### config.mk
export PLATFORM = sky130hd
export DESIGN_NAME = serial_alu_ctrl
export DESIGN_NICKNAME = d
export VERILOG_FILES = /design/src/rtl/serial_alu_ctrl_pkg.sv /design/src/rtl/serial_alu_ctrl_alu1bit.sv /design/src/rtl/serial_alu_ctrl.sv
export SDC_FILE = /design/constraint.sdc
export NUM_CORES = 1
export LEC_CHECK = 0
export BUFFER_PORTS_ARGS = -buffer_cell sky130_fd_sc_hd__buf_2
export CAP_MARGIN = 20
export CORE_MARGIN = 8
export CORE_UTILIZATION = 50
export CTS_CLUSTER_SIZE = 25
export DETAILED_ROUTE_END_ITERATION = 10
export PLACE_DENSITY = 0.77
export RECOVER_POWER = 25
export SETUP_SLACK_MARGIN = 0.3
export SKIP_LAST_GASP = 1
export SYNTH_ARGS = -nofsm -noshare
export SYNTH_HDL_FRONTEND = slang
export SYNTH_SLANG_ARGS = --single-unit
### constraint.sdc
create_clock -name clk -period 2.05 [get_ports clk]
set_clock_uncertainty 0.05 [all_clocks]
set_input_delay 0.3075 -clock clk [delete_from_list [all_inputs] [get_ports clk]]
set_output_delay 0.3075 -clock clk [all_outputs]
set_load 0.02 [all_outputs]
### src/rtl/serial_alu_ctrl_pkg.sv
// Shared op and state encodings for the bit-serial ALU and the decode stage.
package serial_alu_ctrl_pkg;

  typedef enum logic [2:0] {
    OP_ADD = 3'b000,
    OP_SUB = 3'b001,
    OP_AND = 3'b010,
    OP_OR  = 3'b011,
    OP_XOR = 3'b100
  } op_e;

  typedef enum logic [1:0] {
    ST_IDLE = 2'b00,
    ST_RUN  = 2'b01,
    ST_DONE = 2'b10
  } state_e;

  function automatic logic op_is_legal(input logic [2:0] op);
    return (op <= OP_XOR);
  endfunction

  function automatic logic op_is_arith(input logic [2:0] op);
    return (op == OP_ADD) || (op == OP_SUB);
  endfunction

endpackage

### src/rtl/serial_alu_ctrl_alu1bit.sv
// One-bit ALU slice: full adder with optional B inversion plus bitwise AND/OR/XOR.
// Purely combinational, no flow control.
module alu1bit (
  input  logic i_a,
  input  logic i_b,
  input  logic i_carry,
  input  logic i_sub,
  output logic o_add,
  output logic o_and,
  output logic o_or,
  output logic o_xor,
  output logic o_carry
);

  logic w_b;

  assign w_b     = i_b ^ i_sub;
  assign o_add   = i_a ^ w_b ^ i_carry;
  assign o_carry = (i_a & w_b) | (i_a & i_carry) | (w_b & i_carry);
  assign o_and   = i_a & i_b;
  assign o_or    = i_a | i_b;
  assign o_xor   = i_a ^ i_b;

endmodule

### src/rtl/serial_alu_ctrl.sv
// Bit-serial WIDTH-bit ALU sequencer: LSB-first through one alu1bit slice, done WIDTH+1 cycles after accept.
// Flow control: start is taken only while ready; requests during RUN/DONE are dropped.
module serial_alu_ctrl
  import serial_alu_ctrl_pkg::*;
#(
  parameter int WIDTH = 32
) (
  input  logic             clk,
  input  logic             reset,
  input  logic             start,
  input  logic [2:0]       op,
  input  logic [WIDTH-1:0] a,
  input  logic [WIDTH-1:0] b,
  output logic             ready,
  output logic             busy,
  output logic             done,
  output logic [WIDTH-1:0] result,
  output logic             carry,
  output logic             overflow,
  output logic             zero,
  output logic             illegal
);

  localparam int CW = $clog2(WIDTH);
  localparam logic [CW-1:0] LAST = CW'(WIDTH - 1);

  state_e           r_state;
  state_e           w_state_nxt;
  logic [WIDTH-1:0] r_a_sr;
  logic [WIDTH-1:0] r_b_sr;
  logic [WIDTH-2:0] r_res_sr;
  logic [WIDTH-1:0] w_res_nxt;
  logic [2:0]       r_op;
  logic [CW-1:0]    r_cnt;
  logic             r_cy;
  logic             w_accept;
  logic             w_last;
  logic             w_sel;
  logic             w_add;
  logic             w_and;
  logic             w_or;
  logic             w_xor;
  logic             w_cout;

  alu1bit u_slice (
    .i_a     (r_a_sr[0]),
    .i_b     (r_b_sr[0]),
    .i_carry (r_cy),
    .i_sub   (r_op == OP_SUB),
    .o_add   (w_add),
    .o_and   (w_and),
    .o_or    (w_or),
    .o_xor   (w_xor),
    .o_carry (w_cout)
  );

  always_comb begin
    w_sel = 1'b0;
    case (r_op)
      OP_ADD, OP_SUB: w_sel = w_add;
      OP_AND:         w_sel = w_and;
      OP_OR:          w_sel = w_or;
      OP_XOR:         w_sel = w_xor;
      default:        w_sel = 1'b0;
    endcase
  end

  assign w_res_nxt = {w_sel, r_res_sr};
  assign w_accept  = ready & start;
  assign w_last    = busy & (r_cnt == LAST);

  always_ff @(posedge clk or negedge reset) begin
    if (!reset) r_state <= ST_IDLE;
    else        r_state <= w_state_nxt;
  end

  always_comb begin
    w_state_nxt = r_state;
    ready       = 1'b0;
    busy        = 1'b0;
    done        = 1'b0;
    case (r_state)
      ST_IDLE: begin
        ready = 1'b1;
        if (start) w_state_nxt = op_is_legal(op) ? ST_RUN : ST_DONE;
      end
      ST_RUN: begin
        busy = 1'b1;
        if (r_cnt == LAST) w_state_nxt = ST_DONE;
      end
      ST_DONE: begin
        done        = 1'b1;
        w_state_nxt = ST_IDLE;
      end
      default: w_state_nxt = ST_IDLE;
    endcase
  end

  // Flags are registered on the final RUN edge so they appear together with done.
  always_ff @(posedge clk or negedge reset) begin
    if (!reset) begin
      r_a_sr   <= '0;
      r_b_sr   <= '0;
      r_res_sr <= '0;
      r_op     <= '0;
      r_cnt    <= '0;
      r_cy     <= 1'b0;
      result   <= '0;
      carry    <= 1'b0;
      overflow <= 1'b0;
      zero     <= 1'b0;
      illegal  <= 1'b0;
    end else if (w_accept) begin
      r_a_sr   <= a;
      r_b_sr   <= b;
      r_res_sr <= '0;
      r_op     <= op;
      r_cnt    <= '0;
      r_cy     <= (op == OP_SUB);
      if (!op_is_legal(op)) begin
        result   <= '0;
        carry    <= 1'b0;
        overflow <= 1'b0;
        zero     <= 1'b0;
        illegal  <= 1'b1;
      end
    end else if (busy) begin
      r_a_sr   <= r_a_sr >> 1;
      r_b_sr   <= r_b_sr >> 1;
      r_res_sr <= w_res_nxt[WIDTH-1:1];
      r_cy     <= w_cout;
      r_cnt    <= w_last ? '0 : r_cnt + CW'(1);
      if (w_last) begin
        result   <= w_res_nxt;
        carry    <= op_is_arith(r_op) & w_cout;
        overflow <= op_is_arith(r_op) & (r_cy ^ w_cout);
        zero     <= (w_res_nxt == '0);
        illegal  <= 1'b0;
      end
    end
  end

endmodule
==> impl.org <==
** Run status
- The run finished with clean final reports.

** Placement
- I/O Buffers :: 108
- Once placement completed, the tool counted placed cells totaling 837.
- Final Wtd Congestion :: 0.794
- Total half-perimeter wirelength after legalization and detailed placement :: 9340 um
- Pre-CTS WS :: 0.0859 ns

** CTS
- Clock tree root buffer cell :: clkbuf_16
- Clock-pin slew on the worst setup and hold paths :: 0.06 ns
- Clock latency on the worst-skew pair, taken at its later pin, is 0.42 ns.
- CTS tree :: built
- Number of levels the H-tree was split into :: 4
- Longest Clk Path Bufs :: 2
- TritonCTS Buffers :: 17
- The clock drives 142 sinks.

** Routing
- The detail route stage leaves a number of antenna-violating nets equal to 0.
- Dividing the detail-routed wire length by the instance count gives 17.7 um.
- In the routed design, unresolved DRC markers number 0.
- DR pass1 iterations :: 7
- The detailed router finished its first iteration with 408 violations.
- Total length of routed wires :: 15,900 um
- Using the TritonRoute via totals, the vias-per-cell ratio works out to 5.63.
- Via count of the routed design :: 5,046

** STA
- Clock period minus worst slack :: 1.85 ns
- RSZ-0062 raised after global routing :: true
- At the pin with the least slew margin, the transition time is 0.621 ns.
- Summed over all failing endpoints, the final setup total negative slack is 0 ns.
- Maximum operating frequency :: 541 MHz
- Portion of the clock cycle consumed by the worst path in the final layout :: 0.901
- Count of endpoints failing setup in the final report :: 0
- Max-Slew Margin vs Limit :: 0.586
- Final-report max-slew violation count :: 0
- Hold timing on the final database bottoms out at a slack of 0.0603 ns.
- The hold violation count in the final report came to 0.
- Final WS setup :: 0.202 ns

** Cells and area
- Leading cell type in the layout, fill and taps excluded :: nand2_1
- Fraction of layout cells with a size suffix above 1 :: 0.320
- Compared with the post-synthesis result, the final layout area differs by 34.6%.
- In the final design database the tool counted 816 nets.
- Ant diodes :: 0
- Sequential standard cell area :: 3550 um^2
- Post-layout instance count excluding filler cells :: 897
- Core utilization of the finished layout :: 0.693
- Fill cells :: 852
- In the layout the commonest cells are nand2_1 (209), dfrtp_1 (141), buf_2 (107).
- Summing all multi-input logic gate instances after layout gives 2370 um^2.

** Hold path
- The min-delay analysis places its worst path in the category primary input to flop.

** Worst setup path
- STA classifies the critical path endpoint as a flop.
- Flop-to-flop setup slack :: 0.20 ns
- In this run the worst path has a maximum fanout of 3.
- STA classifies the critical path startpoint as a flop.
- Type of the setup path with the least slack :: flop to flop
- Worst path required time :: 2.35 ns
- Worst endpoint data arrival time :: 2.15 ns

** Job
- The tool flagged a number of max-cap violations equal to 0.

** Floorplanning
- Count of pins on the block boundary :: 109
- Standard cell core area :: 11,500 um^2
- Effective utilization at floorplan :: 0.515
- Die span in y :: 125 um
- Overall die width :: 125 um
- The die covers 15,500 um^2.
- The floorplan has 39 rows.

** Synthesis
- The number of nets in the synthesized netlist is 686.
- Number of warning messages in the yosys log :: 0
- Of the synthesized area, sequential elements account for 0.602.
- Number of instances in the synthesized netlist :: 611
- Post-synth top area cell :: dfrtp_1
- In this run, synthesis produced a sequential element count of 142.
- Dividing the synthesized area by the synthesized cell count gives 9.66 um^2.
- Number of distinct library cell variants in the gate-level netlist after synthesis :: 39
- Most frequently used flop master after synthesis :: dfrtp_1
- The synthesized design contains 0 enable-type register cells.
- After synthesis, the cell types taking the most area are dfrtp_1 (60%), nand2_1 (15%), a22oi_1 (7.6%).
- Cell Area, Synth :: 5900 um^2
- Of the post-synthesis cell area, the dominant cell type holds 0.602.
- For this run, asynchronously set or reset flops after synthesis account for 1.00.

** GRT
- Number of global-route vias before repair :: 5,047
- Entering global routing, the biggest net connects 62 pins.
- First-pass GRT wire length :: 24,600 um
- Global router's overall resource usage :: 0.192
- The number of antenna violations at the first check in global routing was 1.
- Global routing finished with a remaining overflow of 0.

** Power and ir drop
- Leakage component of the power :: 3.92 nW
- VDD IR-drop max :: 1.29 mV
- Power density over cell area :: 1680 nW/um^2
## power breakdown
part,internal (mW),total (mW),switching (mW)
Clock,2.28,3.44,1.16
Sequential,4.05,4.97,0.921
Combinational,2.01,4.93,2.91
## routing by layer
metal  vias up  part of all wire  track usage
met5         -           0.00063            0
met4         2             0.017       0.0617
met3        28             0.067       0.0630
met2       196              0.51        0.316
met1      2477              0.40        0.231
li1       2343                 -            -
## layout make-up
| cell class | count | share of cell area |
|---|---|---|
| timing repair inverter | 1 | 0.00110 |
| sequential | 142 | 0.447 |
| tap | 143 | 0.0225 |
| multi-input combinational | 423 | 0.298 |
| clock buffer | 21 | 0.0605 |
| timing repair buffer | 152 | 0.144 |
| inverter | 4 | 0.00346 |
| clock inverter | 11 | 0.0233 |
## worst max-delay path: stages (launching register included)
cell and delay, ns:
dfrtp_2 0.42, nor2_4 0.12, nand2_2 0.07, xnor2_2 0.14, fa_1 0.48, a221oi_4 0.32
a22o_1 0.17
## registers in the layout, indices dropped and copies added (netlist names)
name,flops
overflow,1
r_cy,1
r_op,3
r_a_sr,32
r_res_sr,31
illegal,1
zero,1
r_state,2
result,32
r_cnt,5
carry,1
r_b_sr,32
## cell families after synthesis
| logic type | count (synthesis) | synth area share |
|---|---|---|
| xor gates and xnor gates | 2 | 0.00297 |
| and+or+nand+nor | 269 | 0.183 |
| DFF | 142 | 0.602 |
| AOI/OAI and AO/OA | 146 | 0.156 |
| adders and majority gates | 5 | 0.0119 |
| muxes | 1 | 0.00170 |
| buffers and inverters | 46 | 0.0418 |
## worst paths after layout
kind	start	end	depth (start not counted)
worst max-delay path	r_op[1]	zero	6
worst min register to register	r_a_sr[10]	r_a_sr[10]	2
worst max register to register	r_op[1]	zero	6
max in group asynchronous	reset	r_res_sr[29]	3
worst min-delay path	a[5]	r_a_sr[5]	3
min in group asynchronous	reset	r_res_sr[11]	2
## cells in the mapped netlist (all sizes together) (2+ instances only)
master,count
a21oi,5
a221o,2
a22oi,61
buf,28
clkbuf,14
dfrtp,142
ha,4
inv,4
nand2,238
nand3,2
nand4,2
nor2,6
nor3,6
nor4,8
o21ai,72
## repair_timing
item                                   4_1_cts  5_1_grt
buffers inserted                            11        4
gates cloned                                 5        7
endpoints found under the hold margin       55        0
setup endpoints to repair                   39       55
resized for setup                           19       73
hold buffers                                 1        0
pin swaps                                    8       27
## metrics by stage
step / power [mW] / cell area [um^2]
after floorplan: 7.76 / 5950
after global placement: 8.84 / 6630
after detailed placement: 9.08 / 6630
after CTS: 12.9 / 7560
after global routing: 14.2 / 7950
final: 13.3 / 7950
Power figures use the tool's default switching activity.
